## src/rtl/seq_divider.sv

```systemverilog
`timescale 1ns/1ps
`default_nettype none
// ============================================================================
// Module   : seq_divider
// Purpose  : Iterative unsigned divider, restoring shift-subtract, one
//            quotient bit per clock with a start/busy/done handshake.
// Revision : 1.0 - initial release
// ============================================================================
module seq_divider #(
    parameter int N = 32
) (
    input  logic         clk,
    input  logic         rst_n,
    input  logic         start,
    input  logic [N-1:0] dividend,
    input  logic [N-1:0] divisor,
    output logic [N-1:0] quotient,
    output logic [N-1:0] remainder,
    output logic         busy,
    output logic         done,
    output logic         divbyzero
);

    localparam int                 c_cnt_w = (N > 2) ? $clog2(N) : 1;
    localparam logic [c_cnt_w-1:0] c_last  = c_cnt_w'(N - 1);

    typedef enum logic [1:0] {
        S_IDLE = 2'd0,
        S_RUN  = 2'd1,
        S_FIN  = 2'd2
    } state_t;

    state_t             r_state;
    logic [c_cnt_w-1:0] r_count;
    logic [N-1:0]       r_rem;
    logic [N-1:0]       r_q;
    logic [N-1:0]       r_div;

    logic [N:0]         w_shifted;
    logic [N:0]         w_trial;
    logic               w_fits;
    logic [N-1:0]       w_rem_next;
    logic [N-1:0]       w_q_next;

    // Partial remainder stays below the divisor, so the shifted value is
    // below 2*divisor and bit N of the n+1-bit difference is its sign.
    assign w_shifted  = {r_rem, r_q[N-1]};
    assign w_trial    = w_shifted - {1'b0, r_div};
    assign w_fits     = ~w_trial[N];
    assign w_rem_next = w_fits ? w_trial[N-1:0] : w_shifted[N-1:0];
    assign w_q_next   = {r_q[N-2:0], w_fits};

    always_ff @(posedge clk or negedge rst_n) begin
        if (!rst_n) begin
            r_state   <= S_IDLE;
            r_count   <= '0;
            r_rem     <= '0;
            r_q       <= '0;
            r_div     <= '0;
            quotient  <= '0;
            remainder <= '0;
            busy      <= 1'b0;
            done      <= 1'b0;
            divbyzero <= 1'b0;
        end else begin
            done <= 1'b0;
            case (r_state)
                S_RUN: begin
                    r_rem   <= w_rem_next;
                    r_q     <= w_q_next;
                    r_count <= r_count + 1'b1;
                    if (r_count == c_last) begin
                        quotient  <= w_q_next;
                        remainder <= w_rem_next;
                        busy      <= 1'b0;
                        done      <= 1'b1;
                        r_state   <= S_FIN;
                    end
                end
                default: begin
                    // IDLE and FIN both accept, giving back-to-back issue.
                    if (start) begin
                        r_div <= divisor;
                        if (divisor != '0) begin
                            divbyzero <= 1'b0;
                            r_state   <= S_RUN;
                            r_count   <= '0;
                            r_rem     <= '0;
                            r_q       <= dividend;
                            busy      <= 1'b1;
                        end else begin
                            divbyzero <= 1'b1;
                            quotient  <= '1;
                            remainder <= dividend;
                            done      <= 1'b1;
                            r_state   <= S_FIN;
                        end
                    end else begin
                        r_state <= S_IDLE;
                    end
                end
            endcase
        end
    end

endmodule
`default_nettype wire
```

## config.mk

```make
export PLATFORM = sky130hd
export DESIGN_NAME = seq_divider
export DESIGN_NICKNAME = d
export VERILOG_FILES = /design/src/rtl/seq_divider.sv
export SDC_FILE = /design/constraint.sdc
export NUM_CORES = 1
export LEC_CHECK = 0
export CAP_MARGIN = 15
export CORE_MARGIN = 2
export CORE_UTILIZATION = 39
export DETAILED_ROUTE_END_ITERATION = 10
export SYNTH_ARGS = -nofsm -noshare
export SYNTH_HDL_FRONTEND = slang
export SYNTH_SLANG_ARGS = --single-unit
```

## constraint.sdc

```tcl
create_clock -name clk -period 3.59 [get_ports clk]
set_clock_uncertainty 0.05 [all_clocks]
set_input_delay 1.077 -clock clk [delete_from_list [all_inputs] [get_ports clk]]
set_output_delay 1.077 -clock clk [all_outputs]
set_load 0.03 [all_outputs]
```

==> key figures <==
Yosys
  – Most frequent cell after synthesis: dfrtp_1
  – Unique masters post-synth: 62
  – Synth area leader: dfrtp_1
  – Async SR Flop Fraction: between 90% and 100%
  – Synthesis Warnings: 0
  – Top cells by area, synth: dfrtp_1 (47%), a21oi_1 (5.7%), nand2_1 (4.9%), ha_1 (4.7%), mux2_2 (4.6%)
  – Post-synth design cell area: 9110 sq um
  – Synth Instances: 986
  – Post-synth top cells: dfrtp_1 (170), nand2_1 (120), a21oi_1 (103)
  – Syn avg cell area: 9.24 sq um
  – Syn nets: ~1100
  – Seq/Total Area, Yosys: 46.7%
  – Synth Flop Type: dfrtp_1
  – Synth top area share: between 40 and 50%
  – EDFF count, synth: 0
  – Yosys reg bits: between 150 and 200

Final layout
  – Final Util: 50.5%
  – Area taken by multi-input logic gates: 4470 sq um
  – Number of diodes: 0
  – Area growth syn-to-layout: 26.3%
  – Share of post-route cells with drive strength above 1: 10.6%
  – Layout Nets: 1213
  – Fillers: 2157
  – Fin cells: roughly 1400
  – Storage cell area: between 4000 and 5000 sq um

Die
  – Die Ht: 157 um
  – Chip width: 157 um
  – Die Footprint: roughly 25000 sq um
  – Row count: 55
  – I/O Pins: 134
  – Initial Utilization: 40.0%
  – Core area: 22800 sq um

Critical path
  – WS Path Type: flop to flop
  – Crit end category: flop
  – Req. time, crit path: 3.89 ns
  – Worst reg2reg setup slack: ~0.32 ns
  – Reg2Reg Depth: 12
  – FF-to-FF End: r_rem[0]$_DFFE_PN0P_
  – Crit path arrival time: 3.57 ns
  – Startpoint Class: flop
  – Worst r2r src: r_div[0]$_DFFE_PN0P_
  – CP Max Fanout: 22
  – Setup crit end: r_rem[0]$_DFFE_PN0P_
  – Critical Path Start: r_div[0]$_DFFE_PN0P_

STA
  – Final period util: 91.0%
  – Setup TNS: 0 ns
  – Fmax: 0.306 GHz
  – Worst setup margin: approximately 0.32 ns
  – Post-route minimum period: between 3 and 4 ns
  – Hold_ws: between 0.4 and 0.5 ns
  – Final setup fails: 0
  – Slew Limit Headroom: 39.8%
  – Final Hold Viols: 0
  – Final Slew Violations: 0
  – RSZ-0062 raised after global routing: false
  – Worst Max-Slew Pin Slew: between 0.9 and 1 ns

CTS
  – Clk slew on worst S/H paths: roughly 0.070 ns
  – Clock Tree Buf Depth: 2
  – # hold bufs at CTS: 0
  – H-tree depth: 4
  – TritonCTS Buffers: 17
  – Root buf cell: clkbuf_16
  – Worst skew pair latency: 0.43 ns
  – PostCTS Resize Cnt: 0
  – CTS tree: yes
  – Post-CTS Setup Bufs: 0
  – Clock Sinks: 170

Global routing
  – Antenna violations before repair: 0
  – First-pass GRT wire length: 40300 um
  – Largest net degree at the start of global routing: 82
  – Gr usage total: 20.9%
  – GRT overflow: 0
  – Vias in the first global route: between 7000 and 8000

Routing
  – Routed Antenna Nets: 0
  – Initial DRC Count: between 500 and 600
  – Remaining DRCs: 0
  – Total wire length: ~25000 um
  – Vias per inst: 5.29
  – First-pass DRT Iterations: 5
  – Via count: ~7600
  – DR WL/cell: between 15 and 20 um

Power
  – Total power per unit cell area: 1160 nW/um^2
  – Leakage: 4.94 nW
  – Peak VDD IR: between 0.0007 and 0.0008 V

Status
  – Status: complete, no violations

Placed design
  – Port bufs: about 130
  – Pre-CTS setup slack: -0.0194 ns
  – Placed wire-length estimate: 18300 um
  – Placed cell count: about 1400
  – Final Wtd Congestion: 0.860

Hold path
  – Hold Crit Class: flop to flop

Flow run
  – Maximum capacitance violations: 0
-- per-layer routing --
metal / vias to the layer above / global-route usage (%) / share of wire [%]
met5: - / 0 / 0
met4: 0 / 4.89 / 0.93
met3: 14 / 3.35 / 5.2
met2: 186 / 31.0 / 44
met1: 3655 / 31.9 / 50
li1: 3743 / - / -
-- worst max-delay path, stage by stage, from the launching register on --
cell	delay [ns]
dfrtp_1	0.41
ha_1	0.22
fa_1	0.40
nand2b_1	0.19
a21oi_2	0.21
o21ai_2	0.10
o21ai_1	0.26
a31oi_1	0.16
a21o_4	0.27
xnor2_4	0.17
buf_12	0.21
mux2_2	0.38
o21ai_1	0.14
-- cells by family after synthesis --
family / count (synthesis) / synth area share [%]
simple gates: 319 / 15.9
compound gates: 274 / 17.9
flops: 170 / 46.7
buf+inv: 100 / 4.38
mux: 59 / 6.99
fa+ha+maj: 35 / 4.89
xor+xnor: 29 / 3.20
-- stage by stage --
| stage | area (sq um) | total power [mW] |
|---|---|---|
| floorplan | 9110 | 9.15 |
| global placement | 10900 | 11.4 |
| detailed placement | 10900 | 11.5 |
| CTS | 11500 | 13.3 |
| global route | 11500 | 14.4 |
| finish | 11500 | 13.3 |
-- flip-flops by register name, indices dropped and copies added, names as in the netlist --
register / flops
quotient: 32
r_div: 32
r_q: 32
r_rem: 32
remainder: 32
r_count: 5
r_state: 2
busy: 1
divbyzero: 1
done: 1
-- placed cells by master, fill, tap and decap left out, drive strengths merged, types with 7 or more instances in the layout --
master and n:
and3 24, a21oi 104, mux2i 22, nand2 121, buf 30, clkdlybuf4s50 132
inv 53, o31ai 7, clkbuf 18, dfrtp 170, a21o 17, nor2 91
a31oi 43, nor4 11, o21ai 66, xor2 8, nand3 38, nand2b 10
ha 34, mux2 37, xnor2 21
-- power by group --
group          total (mW)  switching [mW]  internal [mW]
logic                8.08            4.58           3.50
clock network        1.80           0.864          0.937
registers            3.45           0.629           2.82
total                13.3            6.07           7.25
-- layout make-up --
type	count	share of cell area [%]
multi-input cells	716	38.9
flip-flops and latches	170	37.0
repair buffers	162	14.3
clock buffers	18	3.82
well taps	313	3.41
inverters	44	1.44
clock inverters	14	1.11
-- worst min-delay path by stage --
stage | startpoint | to | slack [ns] | cells past startpoint
6_report | divbyzero$_DFFE_PN0P_ | divbyzero$_DFFE_PN0P_ | 0.44 | 2
4_1_cts | divbyzero$_DFFE_PN0P_ | divbyzero$_DFFE_PN0P_ | 0.44 | 2
2_1_floorplan | r_count[2]$_DFFE_PN0P_ | r_count[2]$_DFFE_PN0P_ | 0.41 | 1
3_3_place_gp | divbyzero$_DFFE_PN0P_ | divbyzero$_DFFE_PN0P_ | 0.41 | 2
3_5_place_dp | divbyzero$_DFFE_PN0P_ | divbyzero$_DFFE_PN0P_ | 0.42 | 2
5_1_grt | r_div[5]$_DFFE_PN0P_ | r_div[5]$_DFFE_PN0P_ | 0.47 | 1
No activity file was read; power rests on OpenSTA's default activity.
